$ cat config.mk
export PLATFORM = sky130hd
export DESIGN_NAME = uimm_bank_ctx
export DESIGN_NICKNAME = d
export VERILOG_FILES = /design/src/rtl/uimm_bank_ctx_pkg.sv /design/src/rtl/uimm_bank_ctx_set.sv /design/src/rtl/uimm_bank_ctx.sv
export SDC_FILE = /design/constraint.sdc
export NUM_CORES = 1
export LEC_CHECK = 0
export ABC_AREA = 1
export BUFFER_PORTS_ARGS = -buffer_cell sky130_fd_sc_hd__buf_4
export CORE_ASPECT_RATIO = 1.5
export CORE_MARGIN = 1
export CORE_UTILIZATION = 57
export CTS_BUF_LIST = sky130_fd_sc_hd__clkbuf_2 sky130_fd_sc_hd__clkbuf_4 sky130_fd_sc_hd__clkbuf_8
export CTS_CLUSTER_SIZE = 12
export DETAILED_ROUTE_END_ITERATION = 8
export GPL_TIMING_DRIVEN = 1
export PLACE_DENSITY = 0.81
export SYNTH_ARGS = -nofsm -noshare
export SYNTH_HDL_FRONTEND = slang
export SYNTH_SLANG_ARGS = --single-unit
$ cat constraint.sdc
create_clock -name iw_clk -period 1.8 [get_ports iw_clk]
set_clock_uncertainty 0.2 [all_clocks]
set_input_delay 0.36 -clock iw_clk [delete_from_list [all_inputs] [get_ports iw_clk]]
set_output_delay 0.36 -clock iw_clk [all_outputs]
set_load 0.005 [all_outputs]
$ cat src/rtl/uimm_bank_ctx_pkg.sv
// Shared definitions for the multi-context upper-immediate bank accumulator.
`ifndef UIMM_BANK_RANGE
// Bit range of bank slice idx inside a flat vector of w-bit banks.
`define UIMM_BANK_RANGE(idx, w) ((idx)*(w)) +: (w)
`endif

package uimm_bank_ctx_pkg;
  localparam int UIMM_BANK_W_DEF    = 12;
  localparam int UIMM_NUM_BANKS_DEF = 3;
  localparam int UIMM_LOW_W_DEF     = 12;
  localparam int UIMM_CTX_DEF       = 2;

  // Trap cause reported upstream when a consumer finds its banks incomplete.
  localparam logic [4:0] PSTATE_CAUSE_UIMM_STATE = 5'd18;

  // Index width for n selectable items, never narrower than one bit.
  function automatic int idx_w(input int n);
    return (n > 1) ? $clog2(n) : 1;
  endfunction
endpackage

$ cat src/rtl/uimm_bank_ctx_set.sv
// One context's bank data registers and valid mask.
// A clear and a write in the same cycle leave the written bank valid.
module uimm_bank_set
  import uimm_bank_ctx_pkg::*;
#(
  parameter int BANK_W    = UIMM_BANK_W_DEF,
  parameter int NUM_BANKS = UIMM_NUM_BANKS_DEF,
  localparam int BI_W     = idx_w(NUM_BANKS)
) (
  input  logic                        clk,
  input  logic                        rst,
  input  logic                        clr,
  input  logic                        wr_en,
  input  logic [BI_W-1:0]             wr_bank,
  input  logic [BANK_W-1:0]           wr_val,
  output logic [NUM_BANKS*BANK_W-1:0] data,
  output logic [NUM_BANKS-1:0]        valid,
  output logic [NUM_BANKS-1:0]        valid_nxt
);
  logic [NUM_BANKS*BANK_W-1:0] data_reg;
  logic [NUM_BANKS-1:0]        valid_reg;
  logic [NUM_BANKS-1:0]        wr_hit;

  // Out-of-range bank indices match no bank and are silently dropped.
  for (genvar gi = 0; gi < NUM_BANKS; gi++) begin : g_bank
    assign wr_hit[gi]    = wr_en && (wr_bank == BI_W'(gi));
    assign valid_nxt[gi] = wr_hit[gi] | (valid_reg[gi] & ~clr);
  end

  // Bank storage: reset clears everything, writes load the addressed slice.
  always_ff @(posedge clk) begin
    if (rst) begin
      data_reg  <= '0;
      valid_reg <= '0;
    end else begin
      valid_reg <= valid_nxt;
      for (int b = 0; b < NUM_BANKS; b++) begin
        if (wr_hit[b]) data_reg[`UIMM_BANK_RANGE(b, BANK_W)] <= wr_val;
      end
    end
  end

  assign data  = data_reg;
  assign valid = valid_reg;
endmodule

$ cat src/rtl/uimm_bank_ctx.sv
// Multi-context UIMM bank accumulator: LUI-class writes fill banks, consumers
// read the assembled absolute target one cycle later.
module uimm_bank_ctx
  import uimm_bank_ctx_pkg::*;
#(
  parameter int BANK_W       = UIMM_BANK_W_DEF,
  parameter int NUM_BANKS    = UIMM_NUM_BANKS_DEF,
  parameter int LOW_W        = UIMM_LOW_W_DEF,
  parameter int CTX          = UIMM_CTX_DEF,
  parameter int CLEAR_ON_USE = 1,
  parameter int STRICT       = 1,
  localparam int OUT_W       = NUM_BANKS*BANK_W + LOW_W,
  localparam int BI_W        = idx_w(NUM_BANKS),
  localparam int CI_W        = idx_w(CTX)
) (
  input  logic                 iw_clk,
  input  logic                 iw_rst,
  input  logic                 iw_stall,
  input  logic                 iw_flush,
  input  logic [CI_W-1:0]      iw_ctx,
  input  logic                 iw_wr_en,
  input  logic [BI_W-1:0]      iw_wr_bank,
  input  logic [BANK_W-1:0]    iw_wr_val,
  input  logic                 iw_use_en,
  input  logic [LOW_W-1:0]     iw_use_low,
  input  logic [NUM_BANKS-1:0] iw_use_need,
  output logic                 ow_valid,
  output logic [OUT_W-1:0]     ow_value,
  output logic                 ow_trap,
  output logic [NUM_BANKS-1:0] ow_missing,
  output logic [NUM_BANKS-1:0] ow_bank_valid
);
  logic [NUM_BANKS*BANK_W-1:0] set_data      [CTX];
  logic [NUM_BANKS-1:0]        set_valid     [CTX];
  logic [NUM_BANKS-1:0]        set_valid_nxt [CTX];
  logic [CTX-1:0]              set_clr;
  logic [CTX-1:0]              set_wr;

  logic [NUM_BANKS*BANK_W-1:0] sel_data;
  logic [NUM_BANKS-1:0]        sel_valid;
  logic [NUM_BANKS-1:0]        sel_valid_nxt;
  logic [NUM_BANKS*BANK_W-1:0] upper_masked;
  logic [NUM_BANKS-1:0]        missing;
  logic [NUM_BANKS-1:0]        keep;
  logic                        trap_now;
  logic [OUT_W-1:0]            value_now;

  logic                        valid_reg;
  logic [OUT_W-1:0]            value_reg;
  logic                        trap_reg;
  logic [NUM_BANKS-1:0]        missing_reg;
  logic [NUM_BANKS-1:0]        bank_valid_reg;

  // Stall freezes everything; flush cancels this cycle's write and use.
  logic act;
  logic use_ok;
  logic wr_ok;
  assign act    = !iw_stall;
  assign use_ok = act && !iw_flush && iw_use_en;
  assign wr_ok  = act && !iw_flush && iw_wr_en;

  for (genvar gi = 0; gi < CTX; gi++) begin : g_ctx
    logic ctx_hit;
    assign ctx_hit     = (iw_ctx == CI_W'(gi));
    assign set_clr[gi] = (act && iw_flush) || ((CLEAR_ON_USE != 0) && use_ok && ctx_hit);
    assign set_wr[gi]  = wr_ok && ctx_hit;

    uimm_bank_set #(
      .BANK_W    (BANK_W),
      .NUM_BANKS (NUM_BANKS)
    ) u_set (
      .clk       (iw_clk),
      .rst       (iw_rst),
      .clr       (set_clr[gi]),
      .wr_en     (set_wr[gi]),
      .wr_bank   (iw_wr_bank),
      .wr_val    (iw_wr_val),
      .data      (set_data[gi]),
      .valid     (set_valid[gi]),
      .valid_nxt (set_valid_nxt[gi])
    );
  end

  // Select the addressed context; an unpopulated index reads as empty.
  always_comb begin
    sel_data      = '0;
    sel_valid     = '0;
    sel_valid_nxt = '0;
    for (int c = 0; c < CTX; c++) begin
      if (iw_ctx == CI_W'(c)) begin
        sel_data      = set_data[c];
        sel_valid     = set_valid[c];
        sel_valid_nxt = set_valid_nxt[c];
      end
    end
  end

  assign missing  = iw_use_need & ~sel_valid;
  assign keep     = iw_use_need & sel_valid;
  assign trap_now = (STRICT != 0) && (|missing);

  // Only banks that are both required and valid contribute to the target.
  for (genvar gi = 0; gi < NUM_BANKS; gi++) begin : g_mask
    assign upper_masked[`UIMM_BANK_RANGE(gi, BANK_W)] =
      sel_data[`UIMM_BANK_RANGE(gi, BANK_W)] & {BANK_W{keep[gi]}};
  end

  assign value_now = {upper_masked, trap_now ? {LOW_W{1'b0}} : iw_use_low};

  // Result registers: a consume updates value/trap/missing, otherwise they hold.
  always_ff @(posedge iw_clk) begin
    if (iw_rst) begin
      valid_reg      <= 1'b0;
      value_reg      <= '0;
      trap_reg       <= 1'b0;
      missing_reg    <= '0;
      bank_valid_reg <= '0;
    end else if (act) begin
      bank_valid_reg <= sel_valid_nxt;
      if (iw_flush) begin
        valid_reg <= 1'b0;
        trap_reg  <= 1'b0;
      end else begin
        valid_reg <= iw_use_en;
        if (iw_use_en) begin
          value_reg   <= value_now;
          trap_reg    <= trap_now;
          missing_reg <= missing;
        end
      end
    end
  end

  assign ow_valid      = valid_reg;
  assign ow_value      = value_reg;
  assign ow_trap       = trap_reg;
  assign ow_missing    = missing_reg;
  assign ow_bank_valid = bank_valid_reg;
endmodule

# Word level (Yosys, flattened, before mapping)
# Cells that the tools add are included.
# W data, S select, Z words.
# word_totals
ff_bits	134
inputBits	36
output_inout_bits	56
elab_cells	68
# classes
n_eq_ne	2
mux	7
bitwise_logic	23
n_reduce_logical	23
# ops
operator	count
$and A12 B12 Y12	3
$mux W36	1
$logic_and A1 B1 Y1	14
$mux W12	1
$and A1 B1 Y1	6
$and A3 B3 Y3	2
$mux W3	2
$or A1 B1 Y1	6
$not A1 Y1	5
$mux W1	3
$not A3 Y3	1
$reduce_and A3 Y1	1
$reduce_or A3 Y1	1
$eq A2 B1 Y1 const B	1
$eq A2 B2 Y1 const B	1
$logic_not A1 Y1	2
$logic_not A2 Y1	1
$logic_or A1 B1 Y1	2
$reduce_and A2 Y1	1
$reduce_bool A2 Y1	1

# Depth between registers and ports, before layout
# logic_depth
ltp_word	9
ltp_mapped	9
mapped_depth_nobuf	8

# Hierarchy
# From an unflattened synthesis, not the netlist that was laid out.
# unflattened
cells_unflattened	913
area_unflattened_um2	6242.2
# modules_own_cells
mod	n_inst	cells_each	area_per_inst_um2	seq_area_each_um2
uimm_bank_set	2	248	1754.2	780.7
uimm_bank_ctx	1	417	2733.9	1121.1

# Worst setup path before layout
# No wires, ideal clock.
# synth_path
kind	in2reg
start	in iw_ctx
end	reg g_ctx[0].u_set.data_reg[16]
t_arrival_ns	1.214
path_slack_ns	0.258
path_stages	6
n_path_buf	2
path_cell_list	buf_4 inv_2 nand4_1 buf_2 o21ai_0 a21oi_1
# synth_via
elab_chain_len	3
# synth_rtl
element	line_no	rtl
start, declared	uimm_bank_ctx.sv:20	input logic [CI_W-1:0] iw_ctx,
$not A1 Y1	n/a	
$logic_and A1 B1 Y1	uimm_bank_ctx.sv:66	assign set_wr[gi] = wr_ok && ctx_hit;
$logic_and A1 B1 Y1	uimm_bank_ctx_set.sv:26	assign wr_hit[gi] = wr_en && (wr_bank == BI_W'(gi));
end signal, assigned by index	uimm_bank_ctx_set.sv:38	if (wr_hit[b]) data_reg[`UIMM_BANK_RANGE(b, BANK_W)] <= wr_val;
end, declared	uimm_bank_ctx_set.sv:20	logic [NUM_BANKS*BANK_W-1:0] data_reg;
# Every way passes these cells.
# A chain may end at the register's enable or synchronous reset.

# Final worst setup path
# layout_path
start	reg g_ctx[1].u_set.valid_reg[2]
end	reg value_reg[2] (netlist: ow_value[2])
# layout_via
elab_chain_len	5
# layout_rtl
element	line_no	rtl
start, declared	uimm_bank_ctx_set.sv:21	logic [NUM_BANKS-1:0] valid_reg;
start signal, assigned	uimm_bank_ctx_set.sv:36	valid_reg <= valid_nxt;
$mux W3	uimm_bank_ctx.sv:90	if (iw_ctx == CI_W'(c)) begin
$not A3 Y3	uimm_bank_ctx.sv:98	assign missing = iw_use_need & ~sel_valid;
$and A3 B3 Y3	uimm_bank_ctx.sv:98	
$reduce_or A3 Y1	uimm_bank_ctx.sv:100	assign trap_now = (STRICT != 0) && (|missing);
$mux W12	uimm_bank_ctx.sv:108	assign value_now = {upper_masked, trap_now ? {LOW_W{1'b0}} : iw_use_low};
end signal, assigned	uimm_bank_ctx.sv:126	value_reg <= value_now;
end, declared	uimm_bank_ctx.sv:49	logic [OUT_W-1:0] value_reg;
# Every way passes these cells.

==> results.yml <==
die:
  fp.dieH_um: 119
  die_w_um: 79.9
  start_util_pct: 58.7
  fp-row-count: 42
  core_sq_um: 8830
  ios: 92
  die_area_sq_um: 9490
logic_synthesis:
  ys.warnings.count: 0
  yosysSeqAreaShare_pct: 51.7
  netlist_instances: 687
  avgSynthCellArea_sq_um: 7.55
  ys_seq_elements: 134
  synthesis.area_sq_um: 5180
  syn_nets: 723
  synth_edf_count: 0
  ys_async_sr_fraction_pct: 0
  synthDistinctLibCells: 18
  synthFlopType: "dfxtp_1"
timing:
  tightest_slew_ns: 0.514
  fin_crit_ns: 1.52
  timing.final.crit_share_pct: 84.4
  setup_viol: 0
  slew_viol_final: 0
  hold_viol: 0
  rsz0062_at_grt: "false"
  max_freq_mhz: 658
  max_slew_margin_pct: 65.7
global_routing:
  antenna_found_initial: 0
  grt_first_pass_wirelength_mm: 21.1
  grt_use_total_pct: 28.7
  grt_pass1_vias: 4601
  overflow: 0
  grt_max_degree: 78
place:
  dp.final_hpwl_mm: 8.80
  io_buffers: 91
  gp_congestion: 0.912
power:
  power.leakage_nw: 2.55
  p_total_mw: 5.69
  ir_drop_v: 0.000690
  powerDensity_nw_per_um2: 878
detailed_routing:
  wl_mm: 13.0
  drt_iter0_drc: 332
  wl_per_cell_um: 14.4
  drc: 0
  vias_per_cell: 5.41
  top_layer: "met4"
  detail-route-antenna-nets: 0
  firstDrtPassIters: 5
  num_vias: 4903
  wl_met2_mm: 6.40
  drt-met1-wl_mm: 5.33
  wl_met3_um: 829
worst_setup_path:
  reg2reg_depth: 8
  slowest_stage: "dfxtp_1"
  crit_type: "reg2reg"
  crit_buf_inv: 1
  crit_cells: 8
  crit_path_end_kind: "flip-flop"
  cpMostUsedCell: "nand2_1"
  cp_cell_sequence: "inv_1 -> nand2_1 -> o21ai_0 -> nand2_1 -> nand2_1 -> nor2_4 -> nand2_1 -> a21oi_1"
  worstPathArrival_ns: 1.68
  required_ns: 1.96
  crit_fanout: 12
  cp-start-kind: "flip-flop"
  cpLargestDelayFamily: "simple AND/OR/NAND/NOR gates"
  critPathMaxStageDelay_ns: 0.33
final_layout:
  utilization_pct: 73.3
  final_common_cell: "nand2_1"
  syn_to_final_growth_pct: 24.9
  fillers: 676
  final_cell_mix: "nand2_1 (139), dfxtp_1 (134), buf_4 (111)"
  largest_reg_flops: 72
  seq_area_sq_um: 2680
  drive_gt1_share_pct: 19.2
  nets: 823
  multi_input_area_sq_um: 2050
  antenna_cells: 0
clock_tree:
  post_cts_buffers: 0
  root_buffer: "clkbuf_8"
  path_clk_slew_ns: 0.07
  cts_max_level: 4
  cts_buffers: 17
  clkLatencyLatePin_ns: 0.43
  cts_tree: "built"
  cts_buffer_depth: 2
  clock_sinks: 134
min_path:
  min_path_type: "in2reg"
  hold_depth: 2
run_status:
  outcome: "finished clean"
job:
  cap_violations: 0
==> repair_timing <==
item	CTS	global route
hold buffers	12	0
resized for setup	0	3
hold endpoints to repair	12	0
endpoints found under the setup margin	0	19
==> Yosys cell counts (2+ instances only) <==
cell type  number  area share (%)
nand2_1       139              10
dfxtp_1       134              52
a21oi_1       109              11
o21ai_0        80             7.7
inv_1          60             4.3
nor2_1         56             4.1
nand3_1        26             2.5
o22ai_1        23             2.8
clkbuf_1       22             1.6
buf_2          16             1.5
nand4_1         6            0.72
buf_4           4            0.58
buf_6           3            0.65
inv_2           3            0.22
nand3_2         2            0.39
nor2_2          2            0.24
==> final timing paths <==
path	startpoint	end	slack, ns
max	g_ctx[1].u_set.valid[2]	ow_value[2]	0.28
min	iw_rst	ow_value[36]	0.01
max reg2reg	g_ctx[1].u_set.valid[2]	ow_value[2]	0.28
min reg2reg	g_ctx[1].u_set.data[16]	g_ctx[1].u_set.data[16]	0.25
==> stage by stage <==
| step | instances | TNS [ns] | hold slack [ns] | cell area [sq um] | setup slack [ns] |
|---|---|---|---|---|---|
| final | 907 | 0 | 0.0143 | 6470 | 0.281 |
| after global routing | 907 | 0 | 0.0184 | 6470 | 0.128 |
| after CTS | 907 | 0 | 0.00603 | 6460 | 0.0579 |
| after detailed placement | 866 | -3.74 | 0.245 | 5990 | -0.133 |
| after global placement | 866 | -1.31 | 0.234 | 5990 | -0.0452 |
| after floorplan | 687 | 0 | 0.224 | 5180 | 0.258 |
==> kinds of logic (layout without fill, tap and decap cells) <==
| group | count (synthesis) | in the layout | synth area share, % |
|---|---|---|---|
| DFF | 134 | 134 | 51.7 |
| AOI/OAI and AO/OA | 213 | 213 | 21.1 |
| and+or+nand+nor | 232 | 232 | 18.2 |
| buffers and inverters | 108 | 218 | 8.93 |
==> power breakdown <==
group	switching [mW]	leakage, nW	internal, mW
Sequential	0.0144	1.08	3.00
Clock	1.03	0.192	1.23
Combinational	0.245	1.27	0.164
Total	1.29	2.55	4.39
==> area by class of cell <==
type	instances	share of cell area (%)
sequential	134	41.4
clock inverter	5	0.773
clock buffer	24	4.72
timing repair buffer	126	15.7
multi-input combinational	445	31.6
tap	110	2.13
inverter	63	3.65
==> worst register-to-register path: stages, from the launching register on <==
cell     delay (ns)
dfxtp_1        0.33
inv_1          0.04
nand2_1        0.04
o21ai_0        0.12
nand2_1        0.16
nand2_1        0.11
nor2_4         0.24
nand2_1        0.09
a21oi_1        0.13
==> routing by layer <==
layer / vias to the layer above / track usage (%)
li1: 2451 / -
met1: 2225 / 33.6
met2: 190 / 47.0
met3: 37 / 8.26
met4: 0 / 14.4
met5: - / 0
No activity file was read; power rests on OpenSTA's default activity.
